--- src/rtl/headerbit_codec_pkg.sv ---
// Shared baseband definitions for the header codec.
//   - HEC / whitening generator polynomials used by the baseband bit pipe
//   - bit offsets of the fields inside the 10-bit packet header
//   - packet-type codes carried in the TYPE field
//   - codec FSM state encoding
package headerbit_codec_pkg;

    localparam logic [7:0] HEC_POLY_BT = 8'hA7;   // x^8+x^7+x^5+x^2+x+1, x^8 implied
    localparam logic [6:0] WHT_POLY_BT = 7'h11;   // x^7+x^4+1, x^7 implied

    localparam int HDR_LT_ADDR_LSB = 0;
    localparam int HDR_LT_ADDR_MSB = 2;
    localparam int HDR_TYPE_LSB    = 3;
    localparam int HDR_TYPE_MSB    = 6;
    localparam int HDR_FLOW        = 7;
    localparam int HDR_ARQN        = 8;
    localparam int HDR_SEQN        = 9;

    localparam logic [3:0] PKT_NULL = 4'd0;
    localparam logic [3:0] PKT_POLL = 4'd1;
    localparam logic [3:0] PKT_FHS  = 4'd2;

    typedef enum logic [1:0] {
        ST_IDLE = 2'd0,
        ST_HDR  = 2'd1,
        ST_HEC  = 2'd2,
        ST_DONE = 2'd3
    } hb_state_e;

endpackage

--- src/rtl/headerbit_codec_lfsr.sv ---
// Galois LFSR used for both the HEC divider and the whitening sequence.
//   clk, rst_n : clock, asynchronous active-low reset (state clears to 0)
//   load, seed : synchronous load of the register (wins over step)
//   step, din  : one Galois step; feedback = MSB ^ din into the POLY taps
//   dout       : current MSB
//   state      : current register contents
// With din tied to 0 this is a free-running scrambler; with din = MSB the
// feedback cancels and the register simply shifts left with zero fill.
module lfsr_galois
    import headerbit_codec_pkg::*;
#(
    parameter int               WIDTH = 8,
    parameter logic [WIDTH-1:0] POLY  = '0
) (
    input  logic             clk,
    input  logic             rst_n,
    input  logic             load,
    input  logic [WIDTH-1:0] seed,
    input  logic             step,
    input  logic             din,
    output logic             dout,
    output logic [WIDTH-1:0] state
);

    logic [WIDTH-1:0] state_q, state_d;
    logic             fb;

    always_comb begin
        fb      = state_q[WIDTH-1] ^ din;
        state_d = state_q;
        if (load) begin
            state_d = seed;
        end else if (step) begin
            state_d = {state_q[WIDTH-2:0], 1'b0} ^ (fb ? POLY : '0);
        end
    end

    always_ff @(posedge clk or negedge rst_n) begin
        if (!rst_n) begin
            state_q <= '0;
        end else begin
            state_q <= state_d;
        end
    end

    assign dout  = state_q[WIDTH-1];
    assign state = state_q;

endmodule

--- src/rtl/headerbit_codec.sv ---
// Packet-header codec: header + HEC with whitening and repetition FEC.
//   clk_6M, rstz       : clock, asynchronous active-low reset
//   p_1us              : bit-rate strobe (one clk wide)
//   start_p            : start request, honoured on p_1us while idle
//   tx_mode            : 1 = encode, 0 = decode (sampled at start)
//   abort              : synchronous abort, beats everything else
//   hec_init           : HEC seed (UAP)
//   wht_en, wht_init   : whitening enable and seed (sampled at start)
//   tx_hdr             : header to send, LSB first (sampled at start)
//   rxbit              : received coded bit, sampled on p_1us
//   txbit              : coded bit, registered, changes on p_1us
//   busy, done_p       : operation in progress / one-clk completion pulse
//   rx_hdr, hec_ok     : decoded header and HEC verdict (held)
//   fec_err_cnt        : groups with non-unanimous votes, saturating
//
// state | meaning
// IDLE  | waiting for start_p on a strobe
// HDR   | header groups, HEC divider absorbs each data bit
// HEC   | HEC groups: TX shifts remainder out, RX keeps dividing
// DONE  | one clk, done_p high, then back to IDLE
module headerbit_codec
    import headerbit_codec_pkg::*;
#(
    parameter int                  HDR_BITS = 10,
    parameter int                  HEC_BITS = 8,
    parameter logic [HEC_BITS-1:0] HEC_POLY = HEC_POLY_BT,
    parameter int                  WHT_BITS = 7,
    parameter logic [WHT_BITS-1:0] WHT_POLY = WHT_POLY_BT,
    parameter int                  REP      = 3
) (
    input  logic                clk_6M,
    input  logic                rstz,
    input  logic                p_1us,
    input  logic                start_p,
    input  logic                tx_mode,
    input  logic                abort,
    input  logic [HEC_BITS-1:0] hec_init,
    input  logic                wht_en,
    input  logic [WHT_BITS-1:0] wht_init,
    input  logic [HDR_BITS-1:0] tx_hdr,
    input  logic                rxbit,
    output logic                txbit,
    output logic                busy,
    output logic                done_p,
    output logic [HDR_BITS-1:0] rx_hdr,
    output logic                hec_ok,
    output logic [4:0]          fec_err_cnt
);

    localparam int TOTAL = HDR_BITS + HEC_BITS;
    localparam int BCW   = $clog2(TOTAL + 1);
    localparam int RCW   = (REP > 1) ? $clog2(REP) : 1;
    localparam int VCW   = $clog2(REP + 1);

    localparam logic [RCW-1:0] REP_LAST = RCW'(REP - 1);
    localparam logic [VCW-1:0] VOTE_MAJ = VCW'(REP / 2);
    localparam logic [VCW-1:0] VOTE_ALL = VCW'(REP);
    localparam logic [BCW-1:0] HDR_LAST = BCW'(HDR_BITS - 1);
    localparam logic [BCW-1:0] TOT_LAST = BCW'(TOTAL - 1);

    hb_state_e state_q, state_d;

    logic                mode_q, mode_d;
    logic [HDR_BITS-1:0] hdr_q, hdr_d;
    logic                wht_en_q, wht_en_d;
    logic [RCW-1:0]      rep_cnt_q, rep_cnt_d;
    logic [BCW-1:0]      bit_cnt_q, bit_cnt_d;
    logic [VCW-1:0]      ones_q, ones_d;
    logic                txbit_q, txbit_d;
    logic [HDR_BITS-1:0] rx_hdr_q, rx_hdr_d;
    logic                hec_ok_q, hec_ok_d;
    logic [4:0]          err_q, err_d;

    logic                in_hdr, strobe_act, grp_end, grp_go, start_go;
    logic [VCW-1:0]      ones_now;
    logic                vote, unanimous, wht_bit, rx_plain, tx_plain, d_plain;
    logic                hec_msb, wht_msb;
    logic [HEC_BITS-1:0] hec_state, hec_nxt;
    logic [WHT_BITS-1:0] wht_state, wht_nxt;
    logic                tx_next_d;
    logic                unused_wht;

    assign in_hdr     = (state_q == ST_HDR);
    assign strobe_act = p_1us & ((state_q == ST_HDR) | (state_q == ST_HEC));
    assign grp_end    = strobe_act & (rep_cnt_q == REP_LAST);
    assign grp_go     = grp_end & ~abort;
    assign start_go   = start_p & p_1us & (state_q == ST_IDLE) & ~abort;

    // Majority vote over the group, including the sample arriving now.
    assign ones_now  = ones_q + VCW'(rxbit);
    assign vote      = (ones_now > VOTE_MAJ);
    assign unanimous = (ones_now == '0) | (ones_now == VOTE_ALL);

    assign wht_bit  = wht_en_q & wht_msb;
    assign rx_plain = vote ^ wht_bit;
    // Header bits come off a shift register; in HEC phase the remainder MSB
    // is sent, and feeding it back as din turns the divider into a shifter.
    assign tx_plain = in_hdr ? hdr_q[0] : hec_msb;
    assign d_plain  = mode_q ? tx_plain : rx_plain;

    lfsr_galois #(.WIDTH(HEC_BITS), .POLY(HEC_POLY)) u_hec (
        .clk   (clk_6M),
        .rst_n (rstz),
        .load  (start_go),
        .seed  (hec_init),
        .step  (grp_go),
        .din   (d_plain),
        .dout  (hec_msb),
        .state (hec_state)
    );

    lfsr_galois #(.WIDTH(WHT_BITS), .POLY(WHT_POLY)) u_wht (
        .clk   (clk_6M),
        .rst_n (rstz),
        .load  (start_go),
        .seed  (wht_init),
        .step  (grp_go),
        .din   (1'b0),
        .dout  (wht_msb),
        .state (wht_state)
    );

    // Register values after this group's step: txbit must already carry the
    // next group's coded bit on the strobe that closes the current group.
    assign hec_nxt = {hec_state[HEC_BITS-2:0], 1'b0}
                   ^ ((hec_state[HEC_BITS-1] ^ d_plain) ? HEC_POLY : '0);
    assign wht_nxt = {wht_state[WHT_BITS-2:0], 1'b0}
                   ^ (wht_state[WHT_BITS-1] ? WHT_POLY : '0);
    assign unused_wht = ^wht_nxt[WHT_BITS-2:0];

    assign tx_next_d = (in_hdr && (bit_cnt_q != HDR_LAST)) ? hdr_q[1] : hec_nxt[HEC_BITS-1];

    // State register
    always_ff @(posedge clk_6M or negedge rstz) begin
        if (!rstz) begin
            state_q <= ST_IDLE;
        end else begin
            state_q <= state_d;
        end
    end

    // Next-state logic
    always_comb begin
        state_d = state_q;
        if (abort) begin
            state_d = ST_IDLE;
        end else begin
            case (state_q)
                ST_IDLE: if (start_go) state_d = ST_HDR;
                ST_HDR:  if (grp_end && (bit_cnt_q == HDR_LAST)) state_d = ST_HEC;
                ST_HEC:  if (grp_end && (bit_cnt_q == TOT_LAST)) state_d = ST_DONE;
                ST_DONE: state_d = ST_IDLE;
                default: state_d = ST_IDLE;
            endcase
        end
    end

    // FSM outputs
    always_comb begin
        busy   = (state_q != ST_IDLE);
        done_p = (state_q == ST_DONE);
    end

    // Datapath next-state
    always_comb begin
        mode_d    = mode_q;
        hdr_d     = hdr_q;
        wht_en_d  = wht_en_q;
        rep_cnt_d = rep_cnt_q;
        bit_cnt_d = bit_cnt_q;
        ones_d    = ones_q;
        txbit_d   = txbit_q;
        rx_hdr_d  = rx_hdr_q;
        hec_ok_d  = hec_ok_q;
        err_d     = err_q;

        if (abort) begin
            txbit_d   = 1'b0;
            rep_cnt_d = '0;
            ones_d    = '0;
        end else if (start_go) begin
            mode_d    = tx_mode;
            hdr_d     = tx_hdr;
            wht_en_d  = wht_en;
            rep_cnt_d = '0;
            bit_cnt_d = '0;
            ones_d    = '0;
            err_d     = '0;
            if (tx_mode) begin
                txbit_d = tx_hdr[0] ^ (wht_en & wht_init[WHT_BITS-1]);
            end else begin
                rx_hdr_d = '0;
                hec_ok_d = 1'b0;
            end
        end else if (strobe_act) begin
            if (grp_end) begin
                rep_cnt_d = '0;
                ones_d    = '0;
                bit_cnt_d = bit_cnt_q + 1'b1;
                if (in_hdr) begin
                    hdr_d = hdr_q >> 1;
                end
                if (mode_q) begin
                    if (bit_cnt_q == TOT_LAST) begin
                        txbit_d = 1'b0;
                    end else begin
                        txbit_d = tx_next_d ^ (wht_en_q & wht_nxt[WHT_BITS-1]);
                    end
                end else begin
                    if (!unanimous && (err_q != 5'd31)) begin
                        err_d = err_q + 5'd1;
                    end
                    if (in_hdr) begin
                        for (int i = 0; i < HDR_BITS; i++) begin
                            if (bit_cnt_q == BCW'(i)) begin
                                rx_hdr_d[i] = rx_plain;
                            end
                        end
                    end
                    if (bit_cnt_q == TOT_LAST) begin
                        hec_ok_d = (hec_nxt == '0);
                    end
                end
            end else begin
                rep_cnt_d = rep_cnt_q + 1'b1;
                ones_d    = ones_now;
            end
        end
    end

    always_ff @(posedge clk_6M or negedge rstz) begin
        if (!rstz) begin
            mode_q    <= 1'b0;
            hdr_q     <= '0;
            wht_en_q  <= 1'b0;
            rep_cnt_q <= '0;
            bit_cnt_q <= '0;
            ones_q    <= '0;
            txbit_q   <= 1'b0;
            rx_hdr_q  <= '0;
            hec_ok_q  <= 1'b0;
            err_q     <= '0;
        end else begin
            mode_q    <= mode_d;
            hdr_q     <= hdr_d;
            wht_en_q  <= wht_en_d;
            rep_cnt_q <= rep_cnt_d;
            bit_cnt_q <= bit_cnt_d;
            ones_q    <= ones_d;
            txbit_q   <= txbit_d;
            rx_hdr_q  <= rx_hdr_d;
            hec_ok_q  <= hec_ok_d;
            err_q     <= err_d;
        end
    end

    assign txbit       = txbit_q;
    assign rx_hdr      = rx_hdr_q;
    assign hec_ok      = hec_ok_q;
    assign fec_err_cnt = err_q;

endmodule

--- config.mk ---
export PLATFORM = sky130hd
export DESIGN_NAME = headerbit_codec
export DESIGN_NICKNAME = d
export VERILOG_FILES = /design/src/rtl/headerbit_codec_pkg.sv /design/src/rtl/headerbit_codec_lfsr.sv /design/src/rtl/headerbit_codec.sv
export SDC_FILE = /design/constraint.sdc
export NUM_CORES = 1
export LEC_CHECK = 0
export BUFFER_PORTS_ARGS = -buffer_cell sky130_fd_sc_hd__buf_2
export CAP_MARGIN = 10
export CORE_AREA = 2 2 63 109
export CTS_CLUSTER_SIZE = 12
export DETAILED_ROUTE_END_ITERATION = 10
export DIE_AREA = 0 0 65 111
export GPL_ROUTABILITY_DRIVEN = 0
export PLACE_DENSITY = 0.74
export SETUP_SLACK_MARGIN = 0.3
export SLEW_MARGIN = 20
export SYNTH_ARGS = -nofsm -noshare
export SYNTH_HDL_FRONTEND = slang
export SYNTH_SLANG_ARGS = --single-unit
--- constraint.sdc ---
create_clock -name clk_6M -period 2 [get_ports clk_6M]
set_clock_uncertainty 0.1 [all_clocks]
set_input_delay 0.3 -clock clk_6M [delete_from_list [all_inputs] [get_ports clk_6M]]
set_output_delay 0.3 -clock clk_6M [all_outputs]
set_load 0.1 [all_outputs]
# Word level (Yosys, flattened, before mapping)
# Cells that the tools add are included.
# word_totals
ff_bits	55
output_inout_bits	19
input_bits	33
# op_classes
n_reduce_logical	46
mux	63
magnitude_cmp	1
eq_ne	23
bitwise_logic	18
n_addsub	4
# ops
op	n
two-way mux 10 bit	10
AND reduction 7 bit	10
two-way mux 5 bit	9
nonzero test 2 bit	17
two-way mux 1 bit	26
two-way mux 2 bit	12
two-way mux 8 bit	3
== test 5 x 3 -> 1 bit, second input constant	4
two-way mux 7 bit	2
adder 5 x 1 -> 5 bit, second input constant	2
== test 5 x 2 -> 1 bit, second input constant	2
== test 5 x 4 -> 1 bit, second input constant	2
AND 1 bit	9
nonzero test 3 bit	3
== test 2 bit, second input constant	4
zero test 8 bit	1
case mux 2 bit (4 select lines)	1
AND reduction 4 bit	2
bitwise XOR 8 bit	1
bitwise XOR 7 x 5 -> 7 bit	1
!= test 3 x 2 -> 1 bit, second input constant	2
!= test 3 bit, second input constant	2
AND reduction 3 bit	2
AND reduction 6 bit	1
other kinds (19)	27

# Longest topological paths before layout
# Gate-level depths: netlist of the first run.
# logic_depth
depth_word	15
ltp_mapped	10

# Cells and area by module
# Synthesis of the first run repeated with hierarchy kept, for this count alone.
# hier_totals
hier_cells	339
area_unflattened_um2	3260.6
# by_module_without_submodules
mod	cells_per_inst	area_per_inst_um2	n_inst
headerbit_codec	254	2441.1	1
lfsr_galois at u_hec	51	465.4	1
lfsr_galois at u_wht	34	354.1	1

# Worst setup path after synthesis of the first run
# Ideal clock, no wire load.
# synth_timing
path_type	register to register
from	register err_q[0], in the netlist fec_err_cnt[0]
to	register err_q[3], in the netlist fec_err_cnt[3]
path_buffers	0
setup_ps	74
slack_ps	-527
stages_incl_launch_ff	8
arrival_time_ps	2353
synth_period_minus_slack_ps	2527
path_cell_list	dfrtp_1 -> ha_1 -> and3_1 -> ha_1 -> nor4_4 -> nand4_1 -> xor2_1 -> nor2_1
# synth_via
elab_chain_cells	6
word_cells_on_any_way	10
cone_classes	1 x add/sub; 1 x eq/ne; 5 x mux; 3 x reduce/logical
# synth_lines
element	line	source
start: declaration	headerbit_codec.sv:72	logic [4:0] err_q, err_d;
start signal: assignment	headerbit_codec.sv:253	err_q <= err_d;
adder 5 x 1 -> 5 bit	headerbit_codec.sv:211	err_d = err_q + 5'd1;
two-way mux 5 bit	headerbit_codec.sv:210	if (!unanimous && (err_q != 5'd31)) begin
two-way mux 5 bit	headerbit_codec.sv:203	if (mode_q) begin
two-way mux 5 bit	headerbit_codec.sv:196	if (grp_end) begin
two-way mux 5 bit	headerbit_codec.sv:195	end else if (strobe_act) begin
two-way mux 5 bit	headerbit_codec.sv:181	end else if (start_go) begin
# Parallel ways exist; a longest one is shown, timed or not. The select of a mux whose other input is x is not followed.
# A chain may end at the register's enable or synchronous reset.

# Worst setup path after layout of the first run
# layout_timing
from	register state_q[0]
to	register u_hec.state_q[2], in the netlist u_hec.state[2]
# layout_via
elab_chain_cells	8
word_cells_on_any_way	17
cone_classes	2 x eq/ne; 5 x mux; 8 x bitwise; 2 x reduce/logical
# layout_lines
element	line	source
start: declaration	headerbit_codec.sv:61	hb_state_e state_q, state_d;
start signal: assignment	headerbit_codec.sv:138	state_q <= state_d;
== test 2 x 1 -> 1 bit	headerbit_codec.sv:83, headerbit_codec.sv:84	
two-way mux 1 bit	headerbit_codec.sv:98	assign tx_plain = in_hdr ? hdr_q[0] : hec_msb;
two-way mux 1 bit	headerbit_codec.sv:99	assign d_plain = mode_q ? tx_plain : rx_plain;
bitwise XOR 1 bit	headerbit_codec_lfsr.sv:29	fb = state_q[WIDTH-1] ^ din;
two-way mux 8 bit	headerbit_codec_lfsr.sv:34	state_d = {state_q[WIDTH-2:0], 1'b0} ^ (fb ? POLY : '0);
bitwise XOR 8 bit	headerbit_codec_lfsr.sv:34	
two-way mux 8 bit	headerbit_codec_lfsr.sv:33	end else if (step) begin
two-way mux 8 bit	headerbit_codec_lfsr.sv:31	if (load) begin
end signal: assignment	headerbit_codec_lfsr.sv:42	state_q <= state_d;
end: declaration	headerbit_codec_lfsr.sv:25	logic [WIDTH-1:0] state_q, state_d;
# Parallel ways exist; a longest one is shown, timed or not. The select of a mux whose other input is x is not followed.

==> impl_metrics.tcl, run 1 <==
set metrics [dict create \
    ys_ff_latch 55 \
    rows 39 \
    grt_usage_pct 28.4 \
    crit_top_cell "buf_6" \
    coreArea_mm2 0.00639 \
    power_density_mw_per_mm2 1280 \
    die_y_um 111 \
    max_stage_delay_ns 0.43 \
    antenna_found_initial 0 \
    vias_per_cell 5.91 \
    busiest_layer "met2" \
    clkSinkCount 55 \
    drc 0 \
    drive_gt1_share_pct 48.3 \
    post-route-cell-area_mm2 0.00494 \
    clk_pin_slew_ns 0.07 \
    grt.met1_usage_pct 29.6 \
    synth.distinct_cells 49 \
    hold_class "in2reg" \
    slowest_stage "dfrtp_1" \
    fmaxAchievable_ghz 0.475 \
    synth_seq_area_share_pct 43.7 \
    critPathCaptureType "flip-flop" \
    cts_max_level 2 \
    use_met3_pct 5.48 \
    grt_pass1_vias 3373 \
    syn2layout_area_growth_pct 56.9 \
    crit_path_cell_trace "inv_2 -> ha_4 -> and3b_2 -> o211ai_4 -> buf_6 -> buf_6 -> a22oi_1 -> a21bo_1" \
    worst_pin_slew_ns 0.511 \
    synth_area_mm2 0.00315 \
    syn_inst 357 \
    routedWlPerCell_um 19.3 \
    placed_area_mm2 0.00388 \
    ys.flop_type "dfrtp_1" \
    finalCritPeriodShare_pct 105 \
    cts_made_buffers 5 \
    relSlewSlack_pct 65.9 \
    place_hpwl_um 6240 \
    vias 3275 \
    final_hold_viol_count 0 \
    syn_area_per_cell_um2 8.82 \
    syn-num-nets 403 \
    nets 517 \
    startpoint_type "flip-flop" \
    met2_usage_pct 50.7 \
    ios 52 \
    clock_latency_ns 0.30 \
    setup_viol 20 \
    grt_pass1_wl_um 15900 \
    ant_nets 0 \
    grt_overflow 0 \
    routed_wl_um 10700 \
    critPathBufInv 3 \
    crit_family "compound AO/OA/AOI/OAI gates" \
    clk_path_buf_depth 2 \
    dieArea_mm2 0.00722 \
    cp_max_fo 4 \
    power.leakage_nw 2.16 \
    violations "setup timing" \
    ir_drop_uv 958 \
    cp_data_arrival_time_ns 2.19 \
    setup_slack_ns -0.105 \
    grt_max_degree 28 \
    start_util_pct 49.3 \
    clockRootBuffer "clkbuf_16" \
    first_pass_iters 4 \
    cts_tree "built" \
    num_antenna_cells 0 \
    die_w_um 65 \
    maxCapViolCount 0 \
    drt-initial-drc-count 247 \
    yosysWarnings 0 \
    timing.final.crit_period_ns 2.11 \
    rsz0062_at_grt "yes" \
    cp_data_required_time_ns 2.09 \
    io_buffer_count 51 \
    synthArstFlopShare_pct 100 \
    synth_edf_count 0 \
    critical_path_class "reg2reg" \
    outcome "complete, but fails checks" \
    design_power_total_mw 6.35 \
    final-max-slew-violation-count 0 \
]
power breakdown:
group,internal [mW],switching (mW),total [mW],leakage [nW]
Combinational,1.67,1.88,3.55,1.40
Sequential,1.44,0.425,1.87,0.681
Clock,0.502,0.431,0.933,0.0731
final timing paths:
check                      startpoint        endpoint  slack, ns  cells past startpoint
setup / recovery           state_q[0]  u_hec.state[2]      -0.11                      8
hold / removal              tx_hdr[9]        hdr_q[9]        0.1                      3
setup reg to reg           state_q[0]  u_hec.state[2]      -0.11                      8
hold reg to reg             rx_hdr[5]       rx_hdr[5]       0.39                      2
max in group asynchronous        rstz       rx_hdr[4]       0.85                      3
min in group asynchronous        rstz  fec_err_cnt[0]       0.40                      2
logic make-up after synthesis:
| logic type | synth area share [%] |
|---|---|
| AO/OA/AOI/OAI | 19.0 |
| adder cells (fa/ha/maj) | 5.17 |
| buffers and inverters | 4.37 |
| multiplexers | 1.95 |
| XOR/XNOR | 3.89 |
| flip-flops | 43.7 |
| AND/OR/NAND/NOR | 21.9 |
final cells by class:
class                           instances  area [um2]
Inverter                               12        48.8
Multi-Input combinational cell        273        2190
Timing Repair Buffer                  124        1060
Clock inverter                          2        16.3
Fill cell                             369        1450
Clock buffer                            6         139
Tap cell                               82         103
Sequential cell                        55        1390
worst min-delay path, delay by kind of cell:
family	cells	cell delay (ns)
AOI/OAI and AO/OA	1	0.05
and+or+nand+nor	1	0.05
buffers and inverters	1	0.07
through the flow:
stage | hold slack (ns) | cells | setup WS [ns] | setup TNS [ns] | util (%)
floorplan | -0.0956 | 357 | -0.0388 | -0.260 | -
global placement | 0.185 | 513 | -0.0159 | -0.0159 | 60.7
detailed placement | 0.190 | 513 | -0.120 | -0.155 | 60.7
CTS | 0.0928 | 544 | -0.00216 | -0.00534 | 72.3
global route | 0.108 | 554 | -0.220 | -4.57 | 77.3
finish | 0.0991 | 554 | -0.105 | -0.995 | 77.3
cell usage after synthesis, types with 2 or more instances:
library cell  instances  area share, %
o31ai_1               2           0.48
nand2b_1              2           0.40
nor2b_1               4           0.79
inv_1                12            1.4
o21ai_0              21            3.3
nor2_1               44            5.2
nand4_1               4           0.79
o21a_1                3           0.72
a22oi_1               2           0.48
a31oi_1              18            3.6
nor3_1                3           0.48
and3_1                5           0.99
mux2i_1               5            1.6
dfrtp_1              55             44
o21ai_1               8            1.3
nor4_4                2            1.4
xnor2_1               8            2.2
a21o_1                2           0.48
clkbuf_1             10            1.2
o22ai_1              10            2.0
ha_1                 13            5.2
nand3b_1              4           0.95
buf_2                 5           0.79
nand2_2               2           0.40
nand2_1              50            6.0
buf_4                 2           0.48
a21oi_1              19            3.0
nand3_1              15            2.4
o21bai_1              2           0.48
xor2_1                6            1.7
placed cells by master (no fill, tap or decap), types with 4 or more instances in the layout:
cell type   n
nand3_1    12
inv_1       9
o21ai_1    18
a31oi_1    14
mux2i_1     4
buf_12      7
nor2_4     18
o21ai_0     5
nand2_1    44
clkbuf_16   5
a21oi_1     8
dfrtp_1    51
ha_1        6
buf_4      37
nand2_2     7
xor2_1      4
ha_4        6
buf_6      25
o21ai_2     5
o22ai_1     9
nand3b_1    4
nand4_1     4
a21oi_2    11
xnor2_1     5
nor2_1     20
and3_1      4
nor2_2      6
buf_2      49
layer usage:
metal  part of all wire, %  vias up
li1                      -     1489
met1                    36     1610
met2                    54      124
met3                   4.4       52
met4                   5.3        0
met5                     0        -
sequential cells by signal, indices dropped and copies added (netlist names):
signal,count
fec_err_cnt,5
ones_q,2
rx_hdr,10
hec_ok,1
wht_en_q,1
mode_q,1
bit_cnt_q,5
txbit,1
state_q,2
hdr_q,10
rep_cnt_q,2
u_hec.state,8
u_wht.state,7
what timing repair did:
item	CTS	global route
pin swaps	38	20
endpoints found under the hold margin	17	0
cloned	5	1
resized for setup	97	47
buffers inserted	17	9
endpoints found under the setup margin	54	55
hold buffers	1	0
Note: power is estimated with default switching activity, not from simulation.
==> run 2: changes to the inputs <==
Settings changed: BUFFER_PORTS_ARGS -buffer_cell sky130_fd_sc_hd__buf_2 to -buffer_cell sky130_fd_sc_hd__buf_4.
==> impl_metrics.tcl, run 2 (same netlist as run 1, synthesis figures left out) <==
set metrics [dict create \
    mostFrequentLayoutCell "buf_4" \
    violations "setup timing" \
    final_cells 559 \
    ant_nets 0 \
    dp_cells 509 \
    dieArea_mm2 0.00722 \
    cts_tree "built" \
    vias 3285 \
    die_y_um 111 \
    clk_pin_slew_ns 0.08 \
    reg2reg_depth 9 \
    grt_overflow 0 \
    crit_path_cell_trace "inv_2 -> ha_4 -> and3b_2 -> buf_6 -> o21ai_4 -> nor2_4 -> nand4_1 -> xnor2_1 -> nor2_1" \
    rr_startpoint "state_q[0]" \
    nets 522 \
    num_antenna_cells 0 \
    ir_drop_uv 750 \
    grt_max_degree 37 \
    ff2ff_setup_slack_ns -0.05 \
    critPathBufInv 2 \
    grt_pass1_vias 3409 \
    antenna_found_initial 0 \
    cp_max_fo 6 \
    power_density_mw_per_mm2 1220 \
    final_hold_viol_count 0 \
    timing.final.crit_period_ns 2.05 \
    final_cell_mix "buf_4, dfrtp_1, nand2_1" \
    hold_slack_ns 0.108 \
    critPathCaptureType "flip-flop" \
    rows 39 \
    holdPathEnd "wht_en_q" \
    power.leakage_nw 2.21 \
    worst_pin_slew_ns 0.347 \
    io_buffer_count 51 \
    start_util_pct 49.3 \
    clock_latency_ns 0.30 \
    drt-initial-drc-count 234 \
    clk_path_buf_depth 2 \
    outcome "complete, but fails checks" \
    startpoint_type "flip-flop" \
    grt_pass1_wl_um 16200 \
    design_power_total_mw 6.25 \
    drive_gt1_share_pct 50.3 \
    cts_made_buffers 5 \
    final-max-slew-violation-count 0 \
    cp_data_arrival_time_ns 2.15 \
    final_core_util_pct 80.2 \
    critical_path_class "reg2reg" \
    clockRootBuffer "clkbuf_16" \
    die_w_um 65 \
    rsz0062_at_grt "yes" \
    min_path_cells 3 \
    drc 0 \
    max_stage_delay_ns 0.39 \
    fmaxAchievable_ghz 0.487 \
    setup_viol 14 \
    hold_class "in2reg" \
    ios 52 \
    clkSinkCount 55 \
    routed_wl_um 10700 \
    cp_data_required_time_ns 2.10 \
    coreArea_mm2 0.00639 \
    routedWlPerCell_um 19.1 \
    vias_per_cell 5.88 \
    syn2layout_area_growth_pct 62.7 \
    setup_slack_ns -0.0526 \
    r2r-end "bit_cnt_q[3]" \
    grt_usage_pct 28.9 \
    crit_family "simple AND/OR/NAND/NOR gates" \
    finalCritPeriodShare_pct 103 \
    hold_path_startpoint "wht_en" \
    slowest_stage "dfrtp_1" \
    place_hpwl_um 6180 \
    maxCapViolCount 0 \
    cts_max_level 2 \
    relSlewSlack_pct 76.9 \
    first_pass_iters 4 \
]
run 2: through the flow:
step           setup TNS, ns  area, um2  worst slack (ns)
2_1_floorplan         -0.260       3300           -0.0388
3_3_place_gp         -0.0680       3980           -0.0680
3_5_place_dp          -0.182       3980            -0.112
4_1_cts                    0       4740           0.00168
5_1_grt                -3.20       5120            -0.169
6_report              -0.293       5120           -0.0526
run 2: cell type report:
class,count,area [um2]
clock buffers,6,129
clock inverters,2,16.3
fillers,361,1270
inverters,12,48.8
multi-input cells,273,2240
flip-flops and latches,55,1390
well taps,82,103
repair buffers,129,1200
run 2: metal layers:
metal	vias to the layer above	routed length [um]	GRT usage, %
met2	135	5990	53.1
li1	1497	-	-
met5	-	0	0
met3	39	501	4.57
met1	1614	3700	30.0
met4	0	508	16.0
run 2: worst max path at each step:
stage                           from      endpoint  slack, ns  cells past startpoint
after floorplan           state_q[0]     rx_hdr[2]      -0.04                      9
after global placement         rxbit        hec_ok      -0.07                     10
after detailed placement       rxbit        hec_ok      -0.11                     10
after CTS                 state_q[0]     rx_hdr[2]      0.002                      9
after global routing      state_q[0]     rx_hdr[7]      -0.17                     10
final                     state_q[0]  bit_cnt_q[3]      -0.05                      9
run 2: tightest hold or removal path, cell delays in order:
cell     delay [ns]
buf_4          0.08
nand2_1        0.04
nand2_1        0.05
run 2: what timing repair did:
item                                    CTS  global route
buffers inserted                         22            13
endpoints found under the hold margin    19             0
gates resized for setup                  95            59
endpoints found under the setup margin   53            56
gates cloned                              6             0
pin swaps                                37            27
hold buffers                              1             0
run 2: report_power, final:
group          internal, mW  switching [mW]  total, mW
Sequential             1.44           0.432       1.87
Clock                 0.470           0.417      0.887
Combinational          1.70            1.78       3.49
==> run 3: changes to the inputs <==
Settings changed: GPL_TIMING_DRIVEN set to 0.
==> impl_metrics.tcl, run 3 (same netlist as run 1, synthesis figures left out) <==
set metrics [dict create \
    outcome "complete, but fails checks" \
    violations "setup timing" \
    ant_nets 0 \
    routedWlPerCell_um 19.4 \
    io_buffer_count 51 \
    clk_pin_slew_ns 0.07 \
    ir_drop_uv 890 \
    grt_max_degree 56 \
    first_pass_iters 4 \
    placed_area_mm2 0.00379 \
    grt_pass1_wl_um 15100 \
    worst_pin_slew_ns 0.718 \
    drc 0 \
    slowest_stage "dfrtp_1" \
    clock_latency_ns 0.30 \
    clockRootBuffer "clkbuf_16" \
    critical_path_class "reg2reg" \
    final_cell_mix "buf_4, dfrtp_1, nand2_1" \
    rows 39 \
    coreArea_mm2 0.00639 \
    mostFrequentLayoutCell "buf_4" \
    max_stage_delay_ns 0.41 \
    cts_made_buffers 5 \
    die_y_um 111 \
    cts_max_level 2 \
    timing.final.crit_period_ns 2.30 \
    ios 52 \
    setup_slack_ns -0.296 \
    drt-initial-drc-count 256 \
    nets 513 \
    finalCritPeriodShare_pct 115 \
    clk_path_buf_depth 2 \
    place_hpwl_um 5900 \
    power.leakage_nw 2.16 \
    relSlewSlack_pct 52.1 \
    rsz0062_at_grt "yes" \
    cp_data_arrival_time_ns 2.38 \
    drive_gt1_share_pct 43.4 \
    grt_pass1_vias 3244 \
    cts_tree "built" \
    grt_usage_pct 27.0 \
    post-route-cell-area_mm2 0.00494 \
    crit_path_cell_trace "inv_2 -> ha_4 -> and3b_2 -> buf_6 -> o21ai_4 -> nor2_4 -> nand4_1 -> xor2_1 -> nor2_1" \
    vias_per_cell 5.94 \
    num_antenna_cells 0 \
    grt_overflow 0 \
    start_util_pct 49.3 \
    cp_data_required_time_ns 2.09 \
    cp_max_fo 7 \
    hold_class "in2reg" \
    power_density_mw_per_mm2 1290 \
    dieArea_mm2 0.00722 \
    vias 3266 \
    maxCapViolCount 0 \
    clkSinkCount 55 \
    startpoint_type "flip-flop" \
    final_core_util_pct 77.3 \
    antenna_found_initial 0 \
    setup_viol 32 \
    critPathCaptureType "flip-flop" \
    routed_wl_um 10700 \
    final-max-slew-violation-count 0 \
    final_hold_viol_count 0 \
    die_w_um 65 \
    finalSetupTns_ns -2.34 \
    fmaxAchievable_ghz 0.435 \
    syn2layout_area_growth_pct 56.9 \
    hold_slack_ns 0.105 \
]
-- run 3: cell types whose count changed in the layout (fill, tap and decap cells not counted), sizes merged --
cell and change:
buf -15, clkbuf +7, bufinv +2, and2 -1, clkinvlp -1, inv -1
-- run 3: final cells by class --
type                       count  area (um2)
timing repair buffer         103         932
sequential                    55        1390
clock buffer                   6         129
multi-input combinational    272        2110
fill                         407        1450
clock inverter                 2        60.1
inverter                      12        48.8
tap                           82         103
buffer                        18         170
-- run 3: path summary, 6_finish.rpt --
check,endpoint,depth (start not counted),startpoint,slack (ns)
min,wht_en_q,3,wht_en,0.10
min reg2reg,rx_hdr[4],2,rx_hdr[4],0.39
max reg2reg,bit_cnt_q[4],9,state_q[0],-0.30
min in group asynchronous,fec_err_cnt[4],2,rstz,0.50
max in group asynchronous,fec_err_cnt[1],2,rstz,0.78
max,bit_cnt_q[4],9,state_q[0],-0.30
-- run 3: what timing repair did --
item,in CTS,in global routing
resized for setup,51,85
endpoints found under the setup margin,54,56
hold buffers,1,0
buffers inserted,29,15
pin swaps,21,29
cloned,4,3
endpoints found under the hold margin,55,0
-- run 3: critical path, delay by kind of cell, from the launching register on --
family          cells  cell delay, ns
fa+ha+maj           1            0.31
compound gates      1            0.06
simple gates        4            0.84
xor+xnor            1            0.26
buf+inv             2            0.21
flops               1            0.41
-- run 3: power by group --
group          leakage (nW)  switching [mW]  internal [mW]  total [mW]
Clock                0.0911           0.414          0.719        1.13
Combinational          1.38            1.88           1.57        3.45
Sequential            0.681           0.343           1.44        1.78
-- run 3: metal layers --
layer / vias to the layer above / wire (um) / track usage, %
li1: 1483 / - / -
met1: 1585 / 3790 / 28.2
met3: 44 / 493 / 5.18
met2: 154 / 5780 / 48.2
met4: 0 / 614 / 15.9
met5: - / 0 / 0
-- run 3: through the flow --
stage          setup slack [ns]  std cells  total power [mW]
4_1_cts                 -0.0354        532              5.60
6_report                 -0.296        550              6.37
2_1_floorplan           -0.0388        357              3.36
5_1_grt                  -0.341        550              6.66
3_5_place_dp             -0.293        490              3.88
3_3_place_gp             -0.211        490              3.81
